`src/rtl/ddr_resp_pkg.sv`:
```
// ddr_resp_pkg: shared line/beat geometry, command codes, FSM encoding and
// beat-address helper for the DDR line responder.
package ddr_resp_pkg;
   localparam int BEATS  = 4;
   localparam int BEAT_W = 128;
   localparam int LINE_W = BEATS * BEAT_W;
   localparam int ADDR_W = 32;
   localparam int BIDX_W = $clog2(BEATS);
   localparam int LOFF_W = $clog2(LINE_W / 8);
   localparam logic [2:0] CMD_WRITE = 3'b000;
   localparam logic [2:0] CMD_READ  = 3'b001;
   typedef enum logic [2:0] {S_IDLE, S_WRITE, S_RCMD, S_RDATA, S_ACK} state_t;
   function automatic logic [ADDR_W-1:0] beat_addr(input logic [ADDR_W-LOFF_W-1:0] line,
                                                   input logic [BIDX_W-1:0] k);
      return {line, k, {(LOFF_W-BIDX_W){1'b0}}};
   endfunction
endpackage

```
`src/rtl/ddr_line_gather.sv`:
```
// ddr_line_gather: collects BEATS read beats, in arrival order, into one cache line.
// done is combinational so the owner can leave its wait state on the last beat itself.
module ddr_line_gather
   import ddr_resp_pkg::*;
(
   input  logic              clk,
   input  logic              rst_n,
   input  logic              clr,
   input  logic              en,
   input  logic              vld,
   input  logic [BEAT_W-1:0] data,
   output logic [LINE_W-1:0] line,
   output logic              done
);
   logic [LINE_W-1:0] line_q, line_d;
   logic [BIDX_W:0]   rcv_q, rcv_d;
   logic              take;
   always_comb begin
      take   = en && vld && rcv_q != (BIDX_W+1)'(BEATS);
      line_d = line_q;
      if (take) line_d[rcv_q[BIDX_W-1:0]*BEAT_W +: BEAT_W] = data;
      rcv_d  = clr ? '0 : rcv_q + {{BIDX_W{1'b0}}, take};
   end
   assign done = rcv_d == (BIDX_W+1)'(BEATS);
   assign line = line_q;
   always_ff @(posedge clk or negedge rst_n)
      if (!rst_n) begin
         line_q <= '0;
         rcv_q  <= '0;
      end else begin
         line_q <= line_d;
         rcv_q  <= rcv_d;
      end
endmodule

```
`src/rtl/ddr_line_responder.sv`:
```
// ddr_line_responder: Wishbone classic line slave that splits each 512-bit line
// into native-interface beats and reassembles read data before acking.
module ddr_line_responder
   import ddr_resp_pkg::*;
(
   input  logic                clkDDR,
   input  logic                rstn,
   input  logic [ADDR_W-1:0]   addrDDR,
   input  logic [LINE_W-1:0]   doutDDR,
   output logic [LINE_W-1:0]   dinDDR,
   input  logic [LINE_W/8-1:0] dmDDR,
   input  logic                cycDDR,
   input  logic                stbDDR,
   input  logic                weDDR,
   output logic                ackDDR,
   output logic [ADDR_W-1:0]   memAddr,
   output logic [2:0]          memCmd,
   output logic                memEn,
   input  logic                memRdy,
   output logic [BEAT_W-1:0]   memWdfData,
   output logic [BEAT_W/8-1:0] memWdfMask,
   output logic                memWdfWren,
   output logic                memWdfEnd,
   input  logic                memWdfRdy,
   input  logic [BEAT_W-1:0]   memRdData,
   input  logic                memRdDataValid,
   output logic                busy
);
   state_t                     state_q, state_d;
   logic [BIDX_W-1:0]          iss_q, iss_d;
   logic [ADDR_W-LOFF_W-1:0]   line_q, line_d;
   logic [LINE_W-1:0]          wdat_q, wdat_d;
   logic [LINE_W/8-1:0]        dm_q, dm_d;
   logic                       we_q, we_d;
   logic [LINE_W-1:0]          din_q, din_d;
   logic [LINE_W-1:0]          g_line;
   logic                       g_clr, g_en, g_done, wr, rc, last;

   ddr_line_gather u_gather (
      .clk   (clkDDR),
      .rst_n (rstn),
      .clr   (g_clr),
      .en    (g_en),
      .vld   (memRdDataValid),
      .data  (memRdData),
      .line  (g_line),
      .done  (g_done)
   );

   assign wr   = state_q == S_WRITE;
   assign rc   = state_q == S_RCMD;
   assign last = iss_q == BIDX_W'(BEATS-1);
   assign g_en = rc || state_q == S_RDATA;

   always_comb begin
      state_d = state_q;
      iss_d   = iss_q;
      line_d  = line_q;
      wdat_d  = wdat_q;
      dm_d    = dm_q;
      we_d    = we_q;
      din_d   = din_q;
      g_clr   = 1'b0;
      case (state_q)
         S_IDLE:
            if (cycDDR && stbDDR) begin
               line_d  = addrDDR[ADDR_W-1:LOFF_W];
               wdat_d  = doutDDR;
               dm_d    = dmDDR;
               we_d    = weDDR;
               iss_d   = '0;
               g_clr   = 1'b1;
               state_d = weDDR ? S_WRITE : S_RCMD;
            end
         // A write beat needs the command and the data FIFO in the same cycle.
         S_WRITE:
            if (memRdy && memWdfRdy) begin
               iss_d   = iss_q + 1'b1;
               state_d = last ? S_ACK : S_WRITE;
            end
         S_RCMD:
            if (memRdy) begin
               iss_d   = iss_q + 1'b1;
               state_d = last ? S_RDATA : S_RCMD;
            end
         S_RDATA:
            state_d = g_done ? S_ACK : S_RDATA;
         default: begin
            state_d = S_IDLE;
            din_d   = we_q ? din_q : g_line;
         end
      endcase
   end

   always_ff @(posedge clkDDR or negedge rstn)
      if (!rstn) begin
         state_q <= S_IDLE;
         iss_q   <= '0;
         line_q  <= '0;
         wdat_q  <= '0;
         dm_q    <= '0;
         we_q    <= 1'b0;
         din_q   <= '0;
      end else begin
         state_q <= state_d;
         iss_q   <= iss_d;
         line_q  <= line_d;
         wdat_q  <= wdat_d;
         dm_q    <= dm_d;
         we_q    <= we_d;
         din_q   <= din_d;
      end

   assign memEn      = wr || rc;
   assign memCmd     = rc ? CMD_READ : CMD_WRITE;
   assign memAddr    = memEn ? beat_addr(line_q, iss_q) : '0;
   assign memWdfWren = wr;
   assign memWdfEnd  = wr;
   assign memWdfData = wr ? wdat_q[iss_q*BEAT_W +: BEAT_W] : '0;
   assign memWdfMask = wr ? ~dm_q[iss_q*(BEAT_W/8) +: BEAT_W/8] : '0;
   assign ackDDR     = state_q == S_ACK && cycDDR;
   assign busy       = state_q != S_IDLE;
   // The gathered line is shown directly in ACK; it is copied to din_q on leaving.
   assign dinDDR     = (state_q == S_ACK && !we_q) ? g_line : din_q;
endmodule

```
`config.mk`:
```
export PLATFORM = sky130hd
export DESIGN_NAME = ddr_line_responder
export DESIGN_NICKNAME = d
export VERILOG_FILES = /design/src/rtl/ddr_resp_pkg.sv /design/src/rtl/ddr_line_gather.sv /design/src/rtl/ddr_line_responder.sv
export SDC_FILE = /design/constraint.sdc
export NUM_CORES = 2
export LEC_CHECK = 0
export BUFFER_PORTS_ARGS = -buffer_cell sky130_fd_sc_hd__clkbuf_2
export CORE_AREA = 2 2 566 568
export CTS_CLUSTER_SIZE = 12
export DETAILED_ROUTE_END_ITERATION = 12
export DIE_AREA = 0 0 568 570
export GPL_ROUTABILITY_DRIVEN = 0
export GPL_TIMING_DRIVEN = 0
export SETUP_SLACK_MARGIN = 0.02
export SKIP_CTS_REPAIR_TIMING = 1
export SYNTH_ARGS = -nofsm -noshare
export SYNTH_HDL_FRONTEND = slang
export SYNTH_HIERARCHICAL = 1
export SYNTH_SLANG_ARGS = --single-unit
export TNS_END_PERCENT = 50
```
`constraint.sdc`:
```
create_clock -name clkDDR -period 3.42 [get_ports clkDDR]
set_clock_uncertainty 0.1 [all_clocks]
set_input_delay 0.684 -clock clkDDR [delete_from_list [all_inputs] [get_ports clkDDR]]
set_output_delay 0.684 -clock clkDDR [all_outputs]
set_load 0.005 [all_outputs]
```
==> summary.md <==
| Metric | Value |
|---|---|
| Vias in the first global route | `54,560` |
| Simple-gate share of the synthesized area | `4.771%` |
| Largest net degree at the start of global routing | `116` |
| Post-synth EDFFs | `0` |
| Area growth, synth to finish | `38.04%` |
| Clock sinks | `1,635` |
| Outcome | `finished with violations` |
| Critical path peak fanout | `10` |
| Fraction of registers with async set/reset | `100.0%` |
| Initial Util | `23.46%` |
| Row count | `207` |
| Fillers | `31,280` |
| Synth warn | `6` |
| XOR/XNOR Fraction of Synth Area | `0.01177%` |
| Failing checks | `hold timing, setup timing` |
| Initial DRC Count | `3,729` |
| RSZ-0062 raised after global routing | `yes` |
| DRT Pass-1 Iters | `6` |
| Kind of cell adding the most delay to the critical path | `buffers and inverters` |
| Largest stage delay, worst path | `0.44 ns` |
| CTS root buffer | `clkbuf_16` |
| Die span in x | `568 microns` |
| Antenna Nets Post-Route | `0` |
| IO Pins | `1,440` |
| Final Hold Vio Count | `73` |
| R2r endpoint | `state_q[0]` |
| Cell Area, Synth | `74,430 sq um` |
| Reg-to-reg slack, setup | `-0.01 ns` |
| Largest family of logic cells by synthesized area | `multiplexers` |
| H-tree depth | `4` |
| CTS tree | `yes` |
| Most used cell along the critical path | `buf_12` |
| Min Hold Slack | `-0.1008 ns` |
| Reg2reg path depth | `11` |
| DRC violations left | `0` |
| Max IR drop VDD | `0.6071 mV` |
| Worst-path clk slew | `0.06 ns` |
| Critical Path AT | `2.98 ns` |
| Adder-cell share of the synthesized area | `0.1009%` |
| Placed Area | `87,360 sq um` |
| Worst-skew pair later-pin latency | `0.84 ns` |
| Antenna violations before repair | `116` |
| Unique cell type count in the Yosys netlist | `46` |
| Register area share after synthesis | `54.97%` |
| Crit path buffers/inverters | `5` |
| WS Path Type | `reg2out` |
| Worst setup margin | `-0.3470 ns` |
| Setup TNS | `-146.62 ns` |
| Slew @ Worst Pin | `1.180 ns` |
| Mux contribution to synthesized area | `33.52%` |
| Layout cells sized above 1 | `43.16%` |
| Vias per inst | `4.516` |
| DRT Wirelength | `334.2 mm` |
| Final #Nets | `8,475` |
| First-pass GRT wire length | `440.8 mm` |
| Crit path depth | `8` |
| Max-cap viol count | `0` |
| Crit Reg-Reg Startpoint | `state_q[1]` |
| Final setup fails | `656` |
| GRT overflow | `0` |
| Crit. End Element | `primary output` |
| DIE HEIGHT | `570 microns` |
| Highest Clock Rate | `0.2655 GHz` |
| GR Util All Layers | `19.42%` |
| Fin crit period | `3.767 ns` |
| Synth Flop Type | `dfrtp_1` |
| Core Region | `317,300 sq um` |
| IO buf count | `1,427` |
| Worst-path cell chain | `nand2b_4 > buf_8 > nor3_4 > buf_12 > buf_12 > buf_6 > mux2_2 > clkbuf_2` |
| Pre-CTS setup slack | `-1.609 ns` |
| Worst Path Required | `2.64 ns` |
| Area fraction in compound gates after synthesis | `1.545%` |
| P_leak | `50.10 nW` |
| Cell Pwr Density | `809.5 nW/um^2` |
| Die ar. | `323,800 sq um` |
| Routed length per instance | `27.57 microns` |
| Final Cell Area | `102,800 sq um` |
| Vias after detailed routing | `54,740` |
| Avg Inst Size Synth | `13.63 sq um` |
| CTS Buf Count | `190` |
| Post-synthesis register bit count | `1,635` |
| Worst-path cell with the longest stage delay | `mux2_2` |
| Worst setup SP type | `flop` |
| Clock buffer depth | `4` |
| Slew margin rel. | `21.35%` |
| Max Transition Viols Final | `0` |
| Worst hold path type | `in2async` |
| Final Cycle Share | `110.1%` |
| Synth Instances | `5,462` |
| Final core occ | `32.39%` |
| Post-DP HPWL | `261.6 mm` |
==> cells in the mapped netlist, types with 2 or more instances <==
cell	n	share of area (%)
inv_1	344	1.7
buf_1	7	0.035
a22o_1	46	0.54
and2_1	157	1.3
nor4b_1	2	0.024
buf_2	182	1.2
dfrtp_1	1635	55
mux2_1	500	7.6
a21oi_1	3	0.020
nand2b_1	6	0.050
a311oi_1	2	0.024
buf_4	43	0.43
nand2_1	601	3.0
nor3b_1	4	0.040
and3b_1	2	0.024
buf_8	55	1.1
clkbuf_1	69	0.35
ha_1	6	0.10
buf_6	13	0.20
mux2i_1	338	4.5
mux2_2	1127	17
o21ai_1	9	0.061
a211oi_1	2	0.020
o21ai_0	121	0.81
nor2b_1	4	0.034
nor2_1	19	0.096
nand4_1	3	0.025
mux4_2	144	4.4
==> metrics by stage <==
| step | total power, mW | std cells |
|---|---|---|
| after global routing | 86.91 | 12090 |
| after CTS | 82.04 | 11440 |
| after floorplan | 46.29 | 5467 |
| after detailed placement | 60.63 | 11090 |
| final | 83.18 | 12120 |
| after global placement | 59.70 | 11070 |
==> power by group <==
part           leakage (nW)  total [mW]  internal (mW)  switching (mW)
registers              21.3        33.3           27.1            6.23
logic                  25.6        28.8           13.7            15.1
clock network          3.15        21.1           12.3            8.78
total                  50.1        83.2           53.1            30.1
==> state kept, by name, summed over array words and instances (netlist names) <==
register        count
dm_q               64
din_q             512
u_gather/line     512
wdat_q            512
iss_q               2
u_gather/rcv_q      3
line_q             26
state_q             3
we_q                1
==> layer usage <==
layer / track usage, % / vias to the layer above / share of wire, %
met4: 11.96 / 60 / 7.4
li1: - / 23450 / -
met2: 33.77 / 2325 / 50
met1: 21.05 / 28100 / 36
met3: 5.092 / 808 / 6.4
met5: 0 / - / 0.12
==> worst max-delay path by stage <==
stage	start	endpoint	slack (ns)
6_report	we_q	dinDDR[68]	-0.35
5_1_grt	we_q	dinDDR[68]	-0.52
4_1_cts	we_q	dinDDR[390]	-2.56
3_5_place_dp	we_q	dinDDR[390]	-1.61
3_3_place_gp	rstn	wdat_q[143]	-39.16
2_1_floorplan	iss_q[0]	memWdfMask[0]	0.90
==> cell usage in the layout, fill, tap and decap left out, drive strengths merged, types with 3 or more instances in the layout <==
master	netlist	routed
nand4	3	3
dfrtp	1635	1635
nor2b	4	4
o21ai	130	130
mux4	144	144
clkbuf	69	1720
bufinv	0	11
nand2b	6	6
a21oi	3	3
mux2i	338	338
ha	6	6
diode	0	67
inv	344	349
nor3b	4	4
nor2	20	20
dlygate4sd3	0	572
a22o	46	46
clkinvlp	0	6
nand2	601	601
clkinv	0	34
conb	1	6
and2	157	157
buf	300	429
mux2	1627	1627
==> cell type report <==
type                            count  area (sq um)  share of cell area [%]
Clock buffer                      286          5658                   5.507
Inverter                          344          1291                   1.257
Timing Repair Buffer             2066         14860                   14.47
Multi-Input combinational cell   3119         30390                   29.57
Antenna cell                       67         167.7                  0.1632
Buffer                            369          3446                   3.354
Clock inverter                     56         790.8                  0.7696
Tap cell                         4180          5230                   5.090
Sequential cell                  1635         40920                   39.82
==> cell families (layout without fill, tap and decap cells) <==
logic type | Yosys count | after routing
other | 1 | 73
adders and majority gates | 6 | 6
and+or+nand+nor | 808 | 808
buffers and inverters | 713 | 3121
AOI/OAI and AO/OA | 189 | 189
xor gates and xnor gates | 1 | 1
DFF | 1635 | 1635
muxes | 2109 | 2109
Power figures use the tool's default switching activity.
